File: config.mk
export PLATFORM = sky130hd
export DESIGN_NAME = alu_pipe
export DESIGN_NICKNAME = d
export VERILOG_FILES = /design/src/rtl/alu_pipe.sv
export SDC_FILE = /design/constraint.sdc
export NUM_CORES = 1
export LEC_CHECK = 0
export CAP_MARGIN = 20
export CORE_MARGIN = 8
export CORE_UTILIZATION = 50
export DETAILED_ROUTE_END_ITERATION = 10
export GPL_ROUTABILITY_DRIVEN = 0
export GPL_TIMING_DRIVEN = 0
export PLACE_DENSITY = 0.76
export REMOVE_ABC_BUFFERS = 1
export SLEW_MARGIN = 20
export SYNTH_ARGS = -nofsm -noshare
export SYNTH_HDL_FRONTEND = slang
export SYNTH_SLANG_ARGS = --single-unit
File: constraint.sdc
create_clock -name clk -period 2.1 [get_ports clk]
set_clock_uncertainty 0.05 [all_clocks]
set_input_delay 0.315 -clock clk [delete_from_list [all_inputs] [get_ports clk]]
set_output_delay 0.315 -clock clk [all_outputs]
set_load 0.05 [all_outputs]
File: src/rtl/alu_pipe.sv
// Two-stage pipelined ALU with valid/ready flow control and a sticky status register.
// Optional feature macro: ALU_FLAGS_NV_EN widens status to {V,N,Z}; undefined gives {Z} only.
module alu_pipe #(
   parameter int WIDTH = 16,
   parameter int OPW   = 3,
`ifdef ALU_FLAGS_NV_EN
   localparam int SW   = 3
`else
   localparam int SW   = 1
`endif
) (
   input  logic             clk,
   input  logic             reset_n,
   input  logic             in_valid,
   output logic             in_ready,
   input  logic [WIDTH-1:0] Ain,
   input  logic [WIDTH-1:0] Bin,
   input  logic [OPW-1:0]   ALUop,
   input  logic             loads,
   output logic             out_valid,
   input  logic             out_ready,
   output logic [WIDTH-1:0] out,
   output logic [SW-1:0]    status
);

   localparam logic [2:0] OP_ADD  = 3'b000;
   localparam logic [2:0] OP_SUB  = 3'b001;
   localparam logic [2:0] OP_AND  = 3'b010;
   localparam logic [2:0] OP_NOTB = 3'b011;
   localparam logic [2:0] OP_SHL  = 3'b100;
   localparam logic [2:0] OP_SHR  = 3'b101;
   localparam logic [2:0] OP_SAR  = 3'b110;
   localparam logic [2:0] OP_PASS = 3'b111;

   logic [WIDTH-1:0] res;
   logic [SW-1:0]    flags;

   logic             s1_v;
   logic [WIDTH-1:0] s1_res;
   logic [SW-1:0]    s1_flags;
   logic             s1_loads;

   logic             s2_v;
   logic [WIDTH-1:0] s2_res;
   logic [SW-1:0]    s2_flags;
   logic             s2_loads;

   logic accept;
   logic s1_adv;
   logic retire;

   always_comb begin
      res = '0;
      case (ALUop[2:0])
         OP_ADD:  res = Ain + Bin;
         OP_SUB:  res = Ain - Bin;
         OP_AND:  res = Ain & Bin;
         OP_NOTB: res = ~Bin;
         OP_SHL:  res = {Ain[WIDTH-2:0], 1'b0};
         OP_SHR:  res = {1'b0, Ain[WIDTH-1:1]};
         OP_SAR:  res = {Ain[WIDTH-1], Ain[WIDTH-1:1]};
         OP_PASS: res = Ain;
         default: res = '0;
      endcase
   end

`ifdef ALU_FLAGS_NV_EN
   logic ovf;

   // Signed overflow only has meaning for add/sub; every other op reports V=0.
   always_comb begin
      ovf = 1'b0;
      if (ALUop[2:0] == OP_ADD)
         ovf = (Ain[WIDTH-1] == Bin[WIDTH-1]) && (res[WIDTH-1] != Ain[WIDTH-1]);
      else if (ALUop[2:0] == OP_SUB)
         ovf = (Ain[WIDTH-1] != Bin[WIDTH-1]) && (res[WIDTH-1] != Ain[WIDTH-1]);
   end

   assign flags = {ovf, res[WIDTH-1], (res == '0)};
`else
   assign flags = (res == '0);
`endif

   // in_ready depends only on registered state and out_ready, never on in_valid.
   assign in_ready = !s1_v || !s2_v || out_ready;
   assign accept   = in_valid && in_ready;
   assign s1_adv   = s1_v && (!s2_v || out_ready);
   assign retire   = s2_v && out_ready;

   always_ff @(posedge clk or negedge reset_n) begin
      if (!reset_n) begin
         s1_v     <= 1'b0;
         s1_res   <= '0;
         s1_flags <= '0;
         s1_loads <= 1'b0;
      end else if (accept) begin
         s1_v     <= 1'b1;
         s1_res   <= res;
         s1_flags <= flags;
         s1_loads <= loads;
      end else if (s1_adv) begin
         s1_v     <= 1'b0;
      end
   end

   // Data registers only load on advance, so out holds its last value when idle.
   always_ff @(posedge clk or negedge reset_n) begin
      if (!reset_n) begin
         s2_v     <= 1'b0;
         s2_res   <= '0;
         s2_flags <= '0;
         s2_loads <= 1'b0;
      end else if (s1_adv) begin
         s2_v     <= 1'b1;
         s2_res   <= s1_res;
         s2_flags <= s1_flags;
         s2_loads <= s1_loads;
      end else if (retire) begin
         s2_v     <= 1'b0;
      end
   end

   always_ff @(posedge clk or negedge reset_n) begin
      if (!reset_n)
         status <= '0;
      else if (retire && s2_loads)
         status <= s2_flags;
   end

   assign out_valid = s2_v;
   assign out       = s2_res;

endmodule
==> impl_metrics.tcl <==
set metrics [dict create \
    clk_pin_slew_ps 70 \
    grt_pass1_wl_mm 18.62 \
    antenna_found_initial 0 \
    p_per_area_mw_per_mm2 662.1 \
    p_leak_nw 2.363 \
    synth_seq_cells 39 \
    violations "negative setup slack" \
    floorplan.initialDensity_pct 51.69 \
    timing.critical_path.to_type "register" \
    n_fill_cell 401 \
    syn_inst 420 \
    critPathLaunchType "input port" \
    die_h_um 99.81 \
    drtIter0Drc 450 \
    routedWlPerCell_um 20.64 \
    clk_path_buf_depth 2 \
    status "complete, but fails checks" \
    overflow 0 \
    drc 0 \
    fin_nets 586 \
    htree_levels 2 \
    setup_slack_ps -883.0 \
    area_growth_syn_to_layout_pct 56.29 \
    cts_tree "done" \
    worst_pin_slew_ps 754.1 \
    dp_hpwl_mm 6.927 \
    io-pin-count 59 \
    async_flop_share_pct 100.0 \
    maxSlewHeadroom_pct 49.61 \
    grt_max_degree 30 \
    seq_area_frac_synth_pct 27.79 \
    antenna_cells 0 \
    grtUsageTotal_pct 22.86 \
    crit_required_ps 2270 \
    slew_viol_final 0 \
    drt.antenna.violating_nets 0 \
    clock_sinks 39 \
    synth_flop_cell "dfrtp_1" \
    hold_violations 0 \
    path_class "input port to register" \
    rows 30 \
    critPathMaxFanout 4 \
    grt_pass1_vias 3757 \
    maxCapViolations 0 \
    first_pass_iters 5 \
    max_freq_ghz 0.3352 \
    vias 4052 \
    postSynthAreaPerCell_um2 8.362 \
    die_area_mm2 0.009962 \
    power.total_mw 3.634 \
    insertion_delay_ps 280 \
    setup_viol 14 \
    core_region_area_mm2 0.006794 \
    placed_area_mm2 0.004154 \
    drive_gt1_share_pct 34.78 \
    io_buffers 58 \
    synth-edff-count 0 \
    die_w_um 99.81 \
    avgViaCountPerCell 6.483 \
    yosysUniqueCellTypes 64 \
    yosysWarningCount 0 \
    irDropWorstVdd_uv 335.9 \
    hold_slack_ps 393.6 \
    finalCriticalPeriod_ps 2983 \
    finalCritPeriodShare_pct 142.0 \
    min_path_type "input port to asynchronous set/reset pin" \
    totalWireLength_mm 12.90 \
    numCtsBuffers 5 \
    synth_area_mm2 0.003512 \
    cp.arrival_ps 3150 \
    cts_root_buf "clkbuf_8" \
    rsz0062_at_grt "true" \
    final_cell_area_mm2 0.005489 \
]
[routing by layer]
metal  vias to the layer above  global-route usage [%]  part of all wire [%]
met5                         -                       0                     0
met3                        91                   3.806                   9.6
met1                      1869                   27.17                    38
met4                         0                   12.34                   6.6
met2                       316                   38.48                    46
li1                       1776                       -                     -
[flip-flops by register name, indices dropped and copies added (netlist names)]
signal / count
s1_flags: 1
out_valid: 1
s1_loads: 1
out: 16
status: 1
s2_flags: 1
s2_loads: 1
s1_v: 1
s1_res: 16
[worst max-delay path: stages]
cell,delay (ps)
buf_16,120
or2_4,260
nor2_4,140
buf_12,140
a21oi_4,40
xnor2_2,150
ha_1,300
or2_1,240
a21o_1,240
o31a_1,150
a221o_1,330
mux2_4,320
a211oi_2,170
nand4_1,120
o21ai_1,130
[cell usage in the layout (no fill, tap or decap), drive strengths merged, types with 4 or more instances in the layout]
| cell type | count |
|---|---|
| o21ai | 37 |
| mux2 | 28 |
| and2 | 4 |
| xnor2 | 10 |
| clkbuf | 6 |
| o22ai | 4 |
| nand3b | 5 |
| or3 | 4 |
| o21a | 4 |
| nand2b | 11 |
| buf | 69 |
| nor3 | 10 |
| nand3 | 18 |
| nor2 | 20 |
| o211ai | 13 |
| clkdlybuf4s50 | 42 |
| ha | 17 |
| xor2 | 9 |
| dlygate4sd2 | 4 |
| a31oi | 6 |
| dfrtp | 39 |
| mux2i | 9 |
| a21oi | 26 |
| a21o | 12 |
| inv | 11 |
| o31ai | 4 |
| nand2 | 47 |
| bufbuf | 5 |
[cell usage after synthesis, types with 3 or more instances]
| master | n | share of area [%] |
|---|---|---|
| buf_1 | 4 | 0.43 |
| nor2b_1 | 3 | 0.53 |
| o22ai_1 | 4 | 0.71 |
| buf_2 | 4 | 0.57 |
| o31ai_1 | 4 | 0.86 |
| inv_1 | 14 | 1.5 |
| a21o_1 | 12 | 2.6 |
| nand2_1 | 47 | 5.0 |
| nand3b_1 | 5 | 1.1 |
| ha_1 | 17 | 6.1 |
| o2111ai_1 | 3 | 0.75 |
| o21ai_0 | 36 | 5.1 |
| nor2_1 | 20 | 2.1 |
| xnor2_1 | 10 | 2.5 |
| nand2b_1 | 11 | 2.0 |
| o21a_1 | 4 | 0.86 |
| nor3_1 | 9 | 1.3 |
| or3_1 | 4 | 0.71 |
| o211ai_1 | 13 | 2.8 |
| mux2_2 | 27 | 8.7 |
| clkbuf_1 | 13 | 1.4 |
| mux2i_1 | 9 | 2.6 |
| and2_1 | 4 | 0.71 |
| dfrtp_1 | 39 | 28 |
| a21oi_1 | 26 | 3.7 |
| a21boi_0 | 3 | 0.64 |
| nand3_1 | 18 | 2.6 |
| a31oi_1 | 6 | 1.1 |
| xor2_1 | 9 | 2.2 |
[timing repair]
action | CTS | global route
buffers inserted | 41 | 20
hold endpoints to repair | 12 | 0
resized for setup | 142 | 49
hold buffers | 1 | 0
endpoints found under the setup margin | 19 | 15
gates cloned | 5 | 0
pin swaps | 55 | 36
[power breakdown]
part	switching (mW)	internal (mW)
sequential	0.0810	0.915
combinational	1.12	0.889
clock	0.248	0.384
[layout make-up]
class / count / area (um^2) / share of cell area (%)
Clock buffer: 6 / 82.58 / 1.504
Clock inverter: 2 / 35.03 / 0.6382
Timing Repair Buffer: 122 / 1310 / 23.87
Multi-Input combinational cell: 346 / 2899 / 52.82
Inverter: 14 / 66.31 / 1.208
Tap cell: 96 / 120.1 / 2.188
Sequential cell: 39 / 975.9 / 17.78
[cells by family (layout without fill, tap and decap cells)]
family                   Yosys count  count (layout)  synth area share (%)
AO/OA/AOI/OAI                    137             137                 25.83
AND/OR/NAND/NOR                  135             135                 19.49
flip-flops                        39              39                 27.79
multiplexers                      37              37                 11.65
buffers and inverters             35             144                 3.883
XOR/XNOR                          19              19                 4.738
adder cells (fa/ha/maj)           18              18                 6.626
[final timing paths]
check	startpoint	end	slack (ps)	depth (start not counted)
setup reg to reg	out_valid	s1_flags	230	7
hold / removal	reset_n	out[2]	390	2
min in group clk	s1_res[15]	s1_res[15]	430	2
max in group asynchronous	reset_n	out[13]	1180	3
setup / recovery	ALUop[1]	s1_flags	-880	15
hold reg to reg	s1_res[15]	s1_res[15]	430	2
[stage by stage]
step / cells / setup WS [ps] / TNS [ps] / util, %
floorplan: 399 / -1408 / -13480 / -
global placement: 553 / -3606 / -58430 / 60.77
CTS: 608 / -793.2 / -6404 / 75.16
global route: 625 / -994.3 / -8933 / 80.79
detailed placement: 555 / -3317 / -46900 / 61.14
finish: 625 / -883.0 / -8006 / 80.79
No activity file was read; power rests on OpenSTA's default activity.
